==> config.mk <==
export PLATFORM = sky130hd
export DESIGN_NAME = alu_issue_arbiter
export DESIGN_NICKNAME = d
export VERILOG_FILES = /design/src/rtl/alu_issue_arbiter.sv
export SDC_FILE = /design/constraint.sdc
export NUM_CORES = 1
export LEC_CHECK = 0
export BUFFER_PORTS_ARGS = -buffer_cell sky130_fd_sc_hd__buf_2
export CELL_PAD_IN_SITES_DETAIL_PLACEMENT = 0
export CELL_PAD_IN_SITES_GLOBAL_PLACEMENT = 1
export CORE_AREA = 4 4 131 133
export CTS_CLUSTER_SIZE = 40
export DETAILED_ROUTE_END_ITERATION = 7
export DIE_AREA = 0 0 135 137
export HOLD_SLACK_MARGIN = 0.12
export PLACE_DENSITY = 0.79
export SLEW_MARGIN = 30
export SYNTH_ARGS = -nofsm -noshare
export SYNTH_HDL_FRONTEND = slang
export SYNTH_SLANG_ARGS = --single-unit
==> constraint.sdc <==
create_clock -name clk -period 1.8 [get_ports clk]
set_clock_uncertainty 0.05 [all_clocks]
set_input_delay 0.27 -clock clk [delete_from_list [all_inputs] [get_ports clk]]
set_output_delay 0.27 -clock clk [all_outputs]
set_load 0.005 [all_outputs]
==> src/rtl/alu_issue_arbiter.sv <==
// alu_issue_arbiter: two-requester ALU issue FSM (IDLE/EXEC/RESP) with flag register.
// Optional round-robin tie-breaking via `define ALU_ARB_ROUND_ROBIN_EN.
module alu_issue_arbiter (
  input  logic        clk,
  input  logic        rst,
  input  logic [1:0]  req_valid,
  output logic [1:0]  req_ready,
  input  logic [69:0] req0_cmd,
  input  logic [69:0] req1_cmd,
  output logic [3:0]  alu_op,
  output logic        alu_sdir,
  output logic        alu_sop,
  output logic [31:0] alu_a,
  output logic [31:0] alu_b,
  input  logic [31:0] alu_res,
  input  logic [3:0]  alu_flags,
  output logic [1:0]  rsp_valid,
  input  logic [1:0]  rsp_ready,
  output logic [31:0] rsp_data,
  output logic [3:0]  rsp_flags,
  output logic [3:0]  flags_q,
  output logic        busy
);
  typedef enum logic [1:0] {IDLE, EXEC, RESP} state_t;
  state_t state;
  logic owner;
  logic [1:0] grant;
  logic accept;
`ifdef ALU_ARB_ROUND_ROBIN_EN
  logic lastGrant;
  always_comb grant = (req_valid == 2'b11) ? (lastGrant ? 2'b01 : 2'b10) : req_valid[0] ? 2'b01 : {req_valid[1], 1'b0};
`else
  always_comb grant = req_valid[0] ? 2'b01 : {req_valid[1], 1'b0};
`endif
  assign req_ready = (state == IDLE && !rst) ? grant : 2'b00;
  assign accept = |(req_valid & req_ready);
  assign busy = state != IDLE;
  always_ff @(posedge clk) begin
    if (rst) begin
      state <= IDLE;
      owner <= 1'b0;
      {alu_op, alu_sdir, alu_sop, alu_a, alu_b} <= '0;
      rsp_valid <= 2'b00;
      rsp_data <= '0;
      rsp_flags <= '0;
      flags_q <= '0;
`ifdef ALU_ARB_ROUND_ROBIN_EN
      lastGrant <= 1'b1;
`endif
    end else begin
      case (state)
        IDLE: if (accept) begin
          owner <= req_ready[1];
          {alu_op, alu_sdir, alu_sop, alu_a, alu_b} <= req_ready[1] ? req1_cmd : req0_cmd;
`ifdef ALU_ARB_ROUND_ROBIN_EN
          lastGrant <= req_ready[1];
`endif
          state <= EXEC;
        end
        EXEC: begin
          rsp_data <= alu_res;
          rsp_flags <= alu_flags;
          rsp_valid <= owner ? 2'b10 : 2'b01;
          // shifts (0100) and ops >= 0110 leave architectural flags untouched
          if (alu_op <= 4'd3 || alu_op == 4'd5) flags_q <= alu_flags;
          state <= RESP;
        end
        RESP: if (rsp_ready[owner]) begin
          rsp_valid <= 2'b00;
          state <= IDLE;
        end
        default: state <= IDLE;
      endcase
    end
  end
endmodule

==> summary.md <==
| Metric | Value |
|---|---|
| Status | complete, no violations |
| Cell family with most CP delay | simple AND/OR/NAND/NOR gates |
| I/O Pins | 297 |
| Area Overhead vs Synth | 83.02% |
| Layout cells sized above 1 | 0.3979 |
| Peak supply drop | 0.5779 mV |
| Fin. max-slew vios | 0 |
| Commonest cells after routing, fill and taps aside | buf_2, dlygate4sd3_1, dfxtp_1 |
| Setup-failing EPs final | 0 |
| Mapped Area | 0.004597 sq mm |
| Pre-Repair DR Iteration Count | 4 |
| Layout net count | 1136 |
| Sequential Area | 0.002305 sq mm |
| Synth Area in Compound Gates | 0.2667 |
| FF-to-FF End | alu_b[31] |
| Worst-path cell chain | or4b_4 > nor2_2 > buf_2 |
| Clk sinks | 115 |
| Synth Area in Adders | 0 |
| Post-synthesis mux area share | 0.01089 |
| First-pass GRT wire length | 29.41 mm |
| Net Count, Synth | 708 |
| Worst setup margin | 0.01354 ns |
| Core box area | 0.01583 sq mm |
| PortBufs | 296 |
| Residual DRC | 0 |
| Flop2flop setup slack | 0.06 ns |
| Placer congestion estimate | 0.7494 |
| Syn_area_per_cell | 8.739 sq um |
| Final Cycle Share | 0.9925 |
| WP depth | 3 |
| Final antenna-violating net count | 0 |
| Clock buffer depth | 2 |
| Via count | 5638 |
| GRT Resource Usage Total | 0.1973 |
| Worst setup SP type | flop |
| Post-route design area | 0.008413 sq mm |
| Max FO, Critical Path | 2 |
| CTS clk-pin slew, worst paths | 0.05 ns |
| Largest family of logic cells by synthesized area | compound AO/OA/AOI/OAI gates |
| Worst EP required | 1.48 ns |
| Origin of the critical flop-to-flop path | state[0] |
| Root buf cell | clkbuf_16 |
| Final hold slack | 0.1230 ns |
| Most common cell after layout, fill and taps aside | buf_2 |
| Critical Path Max Stage Delay | 0.53 ns |
| CTS Buf Count | 17 |
| Vias in the first global route | 5828 |
| Die area | 0.01850 sq mm |
| Hold Vio Cnt, Final | 0 |
| Crit end category | output pin |
| Via density | 4.770 |
| CP Class | reg -> out |
| Die width | 135 um |
| Worst skew pair latency | 0.41 ns |
| TritonCTS clock tree | built |
| Die Ht | 137 um |
| Gr ovfl total | 0 |
| Layout fillers | 1408 |
| Largest net degree at the start of global routing | 69 |
| Yosys warning count | 0 |
| Cell count after synthesis | 526 |
| Tmin final | 1.786 ns |
| Seq/Total Area, Yosys | 0.5008 |
| HP Class | in -> reg |
| Max-cap violations | 0 |
| Worst Hold Launch | req1_cmd[62] |
| Unrepaired setup endpoints after global routing | true |
| Wire per inst | 15.93 um |
| Multi-input gate area | 0.002029 sq mm |
| Simple-gate area share of the yosys netlist | 0.1579 |
| CP endpoint | req_ready[1] |
| Antenna violations before repair | 2 |
| Total wire length | 18.84 mm |
| Fin cells | 1182 |
| Initial core utilization | 0.2904 |
| CP Buf/Inv Count | 1 |
| Synth cell types | 26 |
| DP HPWL | 11.61 mm |
| Worst R2R Path Depth | 5 |
| Pre-CTS setup slack | 0.1229 ns |
| Pwr per Cell Area | 946.2 mW/mm^2 |
| Worst-margin pin slew | 0.4164 ns |
| CTS H-tree depth | 4 |
| Dpl cells | 998 |
| Num rows | 46 |
| Rel. slew slack | 0.7224 |
| Overall power | 7.960 mW |
| Drt first-iter violations | 220 |
| Critical Path Start | state[0] |
| LEAKAGE | 3.829 nW |
| Max Fclk | 0.5598 GHz |
| Yosys reg bits | 115 |
| Critical path arrival | 1.47 ns |
| Post-placement cell area | 0.006279 sq mm |
| XOR/XNOR share of the synthesized area | 0 |
| Slowest CP cell | or4b_4 |
==> cell families (layout without fill, tap and decap cells) <==
kind of cell,count (synthesis),after routing
AOI/OAI and AO/OA,186,186
buffers and inverters,57,496
DFF,115,115
muxes,5,5
other,0,1
and+or+nand+nor,163,163
==> synthesized netlist by cell type (all sizes together) <==
| cell | number | share of area |
|---|---|---|
| or4b | 1 | 0.0022 |
| nor2 | 5 | 0.0041 |
| a211oi | 2 | 0.0044 |
| or3b | 1 | 0.0019 |
| o221ai | 1 | 0.0019 |
| nand2 | 81 | 0.066 |
| nor3 | 69 | 0.075 |
| o21ai | 3 | 0.0033 |
| dfxtp | 115 | 0.50 |
| nor2b | 1 | 0.0014 |
| clkbuf | 28 | 0.023 |
| mux2i | 5 | 0.011 |
| a22o | 1 | 0.0019 |
| a21oi | 109 | 0.12 |
| nand3b | 1 | 0.0016 |
| inv | 3 | 0.0024 |
| and3 | 1 | 0.0014 |
| buf | 26 | 0.038 |
| or2 | 1 | 0.0014 |
| o22ai | 69 | 0.13 |
| a221oi | 1 | 0.0019 |
| nand2b | 2 | 0.0027 |
==> report_power, final <==
group	total (mW)	switching (mW)	leakage (nW)	internal, mW
sequential	2.95	0.137	0.951	2.81
clock	3.28	1.16	0.277	2.12
combinational	1.73	0.825	2.60	0.901
==> layer usage <==
layer / vias to the layer above / wire, um / share of wire / GRT usage
met1: 2579 / 7589 / 0.40 / 0.2302
li1: 2754 / - / - / -
met4: 2 / 523 / 0.028 / 0.08567
met2: 260 / 8891 / 0.47 / 0.3241
met3: 43 / 1811 / 0.096 / 0.07574
met5: - / 20 / 0.0011 / 0
==> flip-flops by register name, indices dropped and copies added, names as in the netlist <==
signal,cells
alu_b,32
alu_sdir,1
alu_a,32
rsp_flags,4
state,2
owner,1
rsp_data,32
alu_op,4
flags_q,4
alu_sop,1
rsp_valid,2
==> final cells by class <==
class / count / share of cell area
clock inverter: 9 / 0.01264
sequential: 115 / 0.2739
antenna: 1 / 0.0002974
clock buffer: 21 / 0.05592
tap: 216 / 0.03212
multi-input combinational: 354 / 0.2412
timing repair buffer: 463 / 0.3825
inverter: 3 / 0.001338
==> per-stage QoR <==
stage,util,TNS (ns)
finish,0.5315,0
global route,0.5315,-0.07053
global placement,0.3967,0
floorplan,-,0
CTS,0.5301,-0.02935
detailed placement,0.3967,0
==> timing repair <==
action | 4_1_cts | 5_1_grt
cloned | 0 | 0
buffers inserted | 4 | 0
pin swaps | 3 | 1
hold buffers | 148 | 1
hold endpoints to repair | 109 | 1
setup endpoints to repair | 2 | 4
gates resized for setup | 5 | 2
==> worst min-delay path, delay by kind of cell <==
kind | cells | cell delay [ns]
AND/OR/NAND/NOR | 1 | 0.11
buffers and inverters | 1 | 0.07
AO/OA/AOI/OAI | 1 | 0.07
==> worst min path at each step <==
stage	end	slack, ns	depth (start not counted)
floorplan	rsp_data[0]	0.36	2
global placement	rsp_data[30]	0.39	2
detailed placement	rsp_data[11]	0.39	2
CTS	alu_b[19]	0.12	3
global route	alu_a[21]	0.13	3
finish	alu_a[30]	0.12	3
(Power assumes the default switching activity.)
